### config.mk
export PLATFORM = sky130hd
export DESIGN_NAME = ascon_hash_serial_driver
export DESIGN_NICKNAME = d
export VERILOG_FILES = /design/src/rtl/ascon_hash_serial_driver.sv
export SDC_FILE = /design/constraint.sdc
export NUM_CORES = 2
export LEC_CHECK = 0
export ABC_CLOCK_PERIOD_IN_PS = 5500
export CAP_MARGIN = 20
export CORE_AREA = 5 5 414 416
export DETAILED_ROUTE_END_ITERATION = 16
export DIE_AREA = 0 0 419 421
export GPL_ROUTABILITY_DRIVEN = 1
export SLEW_MARGIN = 15
export SYNTH_ARGS = -nofsm -noshare
export SYNTH_HDL_FRONTEND = slang
export SYNTH_SLANG_ARGS = --single-unit
export TNS_END_PERCENT = 30
### constraint.sdc
create_clock -name clk -period 5.5 [get_ports clk]
set_clock_uncertainty 0.2 [all_clocks]
set_input_delay 0.825 -clock clk [delete_from_list [all_inputs] [get_ports clk]]
set_output_delay 0.825 -clock clk [all_outputs]
set_load 0.02 [all_outputs]
### src/rtl/ascon_hash_serial_driver.sv
// Wrapper stage for the bit-serial Ascon hash core. It takes a parallel masked operand bundle,
// shifts it MSB-first into the core, starts the core and deserialises the LSB-first digest.
module ascon_hash_serial_driver #(
    parameter int unsigned Y       = 32,
    parameter int unsigned L       = 256,
    parameter int unsigned TIMEOUT = 4096
) (
    input  logic           clk,
    input  logic           rst,
    input  logic           in_valid,
    output logic           in_ready,
    input  logic [Y-1:0]   msg,
    input  logic [Y-1:0]   msg_m1,
    input  logic [Y-1:0]   msg_m2,
    input  logic [447:0]   rnd,
    input  logic [L-1:0]   rnd_fault,
    output logic           core_rst,
    output logic [2:0]     core_msg_si,
    output logic [6:0]     core_r64_si,
    output logic           core_rfault_si,
    output logic           core_start_si,
    input  logic           core_hash_so,
    input  logic           core_ready_so,
    output logic [L-1:0]   digest,
    output logic           out_valid,
    input  logic           out_ready,
    output logic           error
);

    localparam int unsigned NYL = (Y > L) ? Y : L;
    localparam int unsigned N   = (NYL > 64) ? NYL : 64;
    localparam int unsigned LW  = $clog2(L);

    typedef enum logic [2:0] {
        StIdle, StCrst, StLoad, StStart, StWait, StCapt, StDone
    } state_e;

    state_e            state_q, state_d;
    logic [31:0]       cnt_q, cnt_d;
    logic [Y-1:0]      msg_sr_q, msg_sr_d;
    logic [Y-1:0]      m1_sr_q, m1_sr_d;
    logic [Y-1:0]      m2_sr_q, m2_sr_d;
    logic [6:0][63:0]  r_sr_q, r_sr_d;
    logic [L-1:0]      rf_sr_q, rf_sr_d;
    logic [2:0]        msg_si_q, msg_si_d;
    logic [6:0]        r_si_q, r_si_d;
    logic              rf_si_q, rf_si_d;
    logic              start_q, start_d;
    logic              core_rst_q, core_rst_d;
    logic [L-1:0]      digest_q, digest_d;
    logic              error_q, error_d;
    // First CAPT cycle is skipped: the core moves its hash bit one edge after ready.
    logic              arm_q, arm_d;
    logic              shift;

    // Next-state, shift-register and registered-output logic.
    always_comb begin
        state_d    = state_q;
        cnt_d      = cnt_q;
        msg_sr_d   = msg_sr_q;
        m1_sr_d    = m1_sr_q;
        m2_sr_d    = m2_sr_q;
        r_sr_d     = r_sr_q;
        rf_sr_d    = rf_sr_q;
        msg_si_d   = '0;
        r_si_d     = '0;
        rf_si_d    = 1'b0;
        start_d    = 1'b0;
        core_rst_d = 1'b0;
        digest_d   = digest_q;
        error_d    = error_q;
        arm_d      = arm_q;
        shift      = 1'b0;

        case (state_q)
            StIdle: begin
                if (in_valid) begin
                    msg_sr_d   = msg;
                    m1_sr_d    = msg_m1;
                    m2_sr_d    = msg_m2;
                    r_sr_d     = rnd;
                    rf_sr_d    = rnd_fault;
                    error_d    = 1'b0;
                    core_rst_d = 1'b1;
                    state_d    = StCrst;
                end
            end
            StCrst: begin
                cnt_d   = '0;
                shift   = 1'b1;
                state_d = StLoad;
            end
            StLoad: begin
                if (cnt_q == 32'(N - 1)) begin
                    cnt_d   = '0;
                    state_d = StStart;
                end else begin
                    cnt_d = cnt_q + 32'd1;
                    shift = 1'b1;
                end
            end
            StStart: begin
                start_d = 1'b1;
                cnt_d   = '0;
                state_d = StWait;
            end
            StWait: begin
                // A ready seen on the first WAIT cycle is stale and ignored.
                if (cnt_q != 32'd0 && core_ready_so) begin
                    cnt_d   = '0;
                    arm_d   = 1'b0;
                    state_d = StCapt;
                end else if (cnt_q == 32'(TIMEOUT - 1)) begin
                    cnt_d      = '0;
                    error_d    = 1'b1;
                    core_rst_d = 1'b1;
                    state_d    = StIdle;
                end else begin
                    start_d = 1'b1;
                    cnt_d   = cnt_q + 32'd1;
                end
            end
            StCapt: begin
                if (!arm_q) begin
                    arm_d = 1'b1;
                end else begin
                    digest_d[cnt_q[LW-1:0]] = core_hash_so;
                    if (cnt_q == 32'(L - 1)) begin
                        cnt_d   = '0;
                        state_d = StDone;
                    end else begin
                        cnt_d = cnt_q + 32'd1;
                    end
                end
            end
            StDone: begin
                if (out_ready) state_d = StIdle;
            end
            default: state_d = StIdle;
        endcase

        // Zero fill means operands shorter than N drive 0 once exhausted.
        if (shift) begin
            msg_si_d = {m2_sr_q[Y-1], m1_sr_q[Y-1], msg_sr_q[Y-1]};
            msg_sr_d = msg_sr_q << 1;
            m1_sr_d  = m1_sr_q << 1;
            m2_sr_d  = m2_sr_q << 1;
            for (int i = 0; i < 7; i++) begin
                r_si_d[i] = r_sr_q[i][63];
                r_sr_d[i] = r_sr_q[i] << 1;
            end
            rf_si_d = rf_sr_q[L-1];
            rf_sr_d = rf_sr_q << 1;
        end
    end

    // State and datapath registers with synchronous reset.
    always_ff @(posedge clk) begin
        if (rst) begin
            state_q    <= StIdle;
            cnt_q      <= '0;
            msg_sr_q   <= '0;
            m1_sr_q    <= '0;
            m2_sr_q    <= '0;
            r_sr_q     <= '0;
            rf_sr_q    <= '0;
            msg_si_q   <= '0;
            r_si_q     <= '0;
            rf_si_q    <= 1'b0;
            start_q    <= 1'b0;
            core_rst_q <= 1'b0;
            digest_q   <= '0;
            error_q    <= 1'b0;
            arm_q      <= 1'b0;
        end else begin
            state_q    <= state_d;
            cnt_q      <= cnt_d;
            msg_sr_q   <= msg_sr_d;
            m1_sr_q    <= m1_sr_d;
            m2_sr_q    <= m2_sr_d;
            r_sr_q     <= r_sr_d;
            rf_sr_q    <= rf_sr_d;
            msg_si_q   <= msg_si_d;
            r_si_q     <= r_si_d;
            rf_si_q    <= rf_si_d;
            start_q    <= start_d;
            core_rst_q <= core_rst_d;
            digest_q   <= digest_d;
            error_q    <= error_d;
            arm_q      <= arm_d;
        end
    end

    // The core is held in reset for the whole system reset cycle as well.
    assign core_rst       = core_rst_q | rst;
    assign in_ready       = (state_q == StIdle) && !rst;
    assign core_msg_si    = msg_si_q;
    assign core_r64_si    = r_si_q;
    assign core_rfault_si = rf_si_q;
    assign core_start_si  = start_q;
    assign digest         = digest_q;
    assign out_valid      = (state_q == StDone);
    assign error          = error_q;

endmodule

==> reports/metrics.cfg <==
[routing]
drt_iter0_drc = 5171
via_count = 50398
dr.pass1.iters = 8
antenna_left = 0
wire_per_inst_um = 22.8
routed_via_density = 5.57
drt_wl_total_mm = 207
drcViolationCount = 0

[place]
io_buffers = 1077
placed_area_sq_um = 63300
hpwl_mm = 138
dp_cells = 8710
dpl_worst_slack_ns = 1.89
gp_congestion = 0.869

[timing]
grt_setup_unrepaired = no
min_period_ns = 3.82
maxSlewHeadroom_pct = 16.2
period_share_pct = 69.5
fin_ws_ns = 1.68
hold_slack_ns = 0.254
finalSetupTns_ns = 0
worstMarginPinSlew_ns = 1.26
report.final.slew_viol_count = 0
setup_viol = 0
finalHoldViolations = 0
fmax_mhz = 261

[final_layout]
final_layout_size_suffix_gt1_share_pct = 4.70
layout_commonest_cell = dfxtp_1
final_cell_count_no_fill = 9046
fillCellCount = 16435
seq_area_sq_um = 22100
stdcell_area_sq_um = 68000
multi_input_area_sq_um = 26700
area_growth_pct = 31.9
nets = 7454
finalCoreUtilization_pct = 40.8
final_cell_mix = 1106 x dfxtp_1, 1075 x clkdlybuf4s50_1, 1052 x a21oi_1

[pwr]
power.density_nw_per_um2 = 334
p_total_mw = 22.7
ir_worst_vdd_v = 0.000285
power.leakage_nw = 22.7

[worst_setup_path]
crit_path_cell_trace = nand4_1, nor4_2, a211oi_4, buf_12, buf_12, a21oi_1, o22ai_1
slowest_stage = dfxtp_1
critPathMaxFanout = 209
timing_worst_setup_path_type = reg -> reg
cp_slowest_stage_delay_ns = 0.71
reg2reg_depth = 7
critPathRequiredTime_ns = 5.93
endpoint_kind = flop
cp.buffers_inverters = 2
crit_family = simple AND/OR/NAND/NOR gates
worstSetupStartpointType = flop
crit_top_cell = buf_12
crit_cells = 7
critPathArrivalTime_ns = 4.26

[clock_network]
htree_levels = 4
clockRootBuffer = clkbuf_16
clkLatencyLatePin_ns = 0.78
ctsResizeCount = 0
cts_setup_buffers = 0
numCtsBuffers = 133
clk_pin_slew_ns = 0.06
clock-sinks = 1106
cts.path.max_buffers = 3
hold_buffers = 0
cts_tree = built

[grt]
grt_max_degree = 300
antenna_found_initial = 136
grt_first_pass_wirelength_mm = 299
grt_usage_pct = 21.7
grt_pass1_vias = 45672
grt-ovfl-total = 0

[floorplanning]
die_w_um = 419
die_y_um = 421
std_cell_rows = 150
core_sq_um = 167000
die_area_sq_um = 176000
ios = 1078
start_util_pct = 30.9

[worst_hold_path]
hp-class = reg -> reg
holdPathStages = 1

[logic_synthesis]
avgSynthCellArea_sq_um = 8.53
synthTopCellsByArea = dfxtp_1 43%, a22o_1 13%, a21oi_1 10%
synthesis.area_sq_um = 51600
syn-num-nets = 6856
synthCells = 6046
synth_warnings = 0
ys_types = 52
ys_seq_elements = 1106
ys_seq_area_share_pct = 42.9
synth.largest_area_cell = dfxtp_1
synth_top_cell_area_share_pct = 42.9

[run_status]
status = completed

[flow_run]
cap_violations = 0

per-layer routing:
metal,vias to the layer above,routed length (um),track usage (%)
met5,-,478,0
met4,66,7630,10.3
met3,435,15500,6.21
met2,1881,101000,36.0
met1,23978,81800,25.9
li1,24038,-,-
path summary, 6_finish.rpt:
path | from | endpoint | slack, ns
max | cnt_q[5] | r_sr_q[78] | 1.68
min | m1_sr_q[31] | core_msg_si[1] | 0.25
max reg2reg | cnt_q[5] | r_sr_q[78] | 1.68
min reg2reg | m1_sr_q[31] | core_msg_si[1] | 0.25
logic make-up (layout without fill, tap and decap cells):
family / Yosys count / count (layout) / share of synthesized area, %
AOI/OAI and AO/OA: 2917 / 2917 / 36.1
xor gates and xnor gates: 26 / 26 / 0.442
adders and majority gates: 4 / 4 / 0.0970
buffers and inverters: 699 / 1401 / 5.44
DFF: 1106 / 1106 / 42.9
muxes: 12 / 12 / 0.233
other: 0 / 94 / 0
and+or+nand+nor: 1282 / 1282 / 14.7
sequential cells by signal, indices dropped and copies added, names as in the netlist:
| signal | flops |
|---|---|
| arm_q | 1 |
| cnt_q | 32 |
| core_msg_si | 3 |
| core_r64_si | 7 |
| core_rfault_si | 1 |
| core_rst_q | 1 |
| core_start_si | 1 |
| digest | 256 |
| error | 1 |
| m1_sr_q | 32 |
| m2_sr_q | 32 |
| msg_sr_q | 32 |
| r_sr_q | 448 |
| rf_sr_q | 256 |
| state_q | 3 |
synth_stat cells, drive strengths merged:
cell / number
a21o: 2
o21ba: 1
nor4: 19
and2: 26
nor3b: 5
nor2: 22
mux2i: 12
nand4bb: 2
nor4b: 4
o21a: 1
nand4b: 1
or2: 3
nor3: 48
xnor2: 26
a22o: 789
inv: 7
nand3b: 2
or4bb: 1
nand3: 268
a21oi: 1054
a2bb2oi: 1
ha: 4
o31ai: 5
and4: 3
nor2b: 7
o21ai: 262
buf: 83
clkbuf: 609
nand4: 5
o22ai: 789
nand2b: 795
or4: 11
nand2: 47
a31oi: 2
a211oi: 10
and3: 7
or3b: 1
and4b: 1
or3: 4
dfxtp: 1106
o311ai: 1
layout make-up:
type | instances | share of cell area (%)
inverters | 7 | 0.0386
diodes | 94 | 0.346
clock inverters | 40 | 0.763
well taps | 2204 | 4.05
repair buffers | 1155 | 17.2
flip-flops and latches | 1106 | 32.6
multi-input cells | 4241 | 39.3
clock buffers | 199 | 5.72
worst reg2reg max path, stage by stage (launching register included):
cell and delay (ns):
dfxtp_1 0.71, nand4_1 0.40, nor4_2 0.68, a211oi_4 0.15
buf_12 0.22, buf_12 0.44, a21oi_1 0.78, o22ai_1 0.12
power breakdown:
group          internal, mW  switching (mW)  total [mW]
combinational          1.95            2.45        4.40
clock                  5.22            3.77        8.99
sequential             8.74           0.598        9.34
Note: power is estimated with default switching activity, not from simulation.
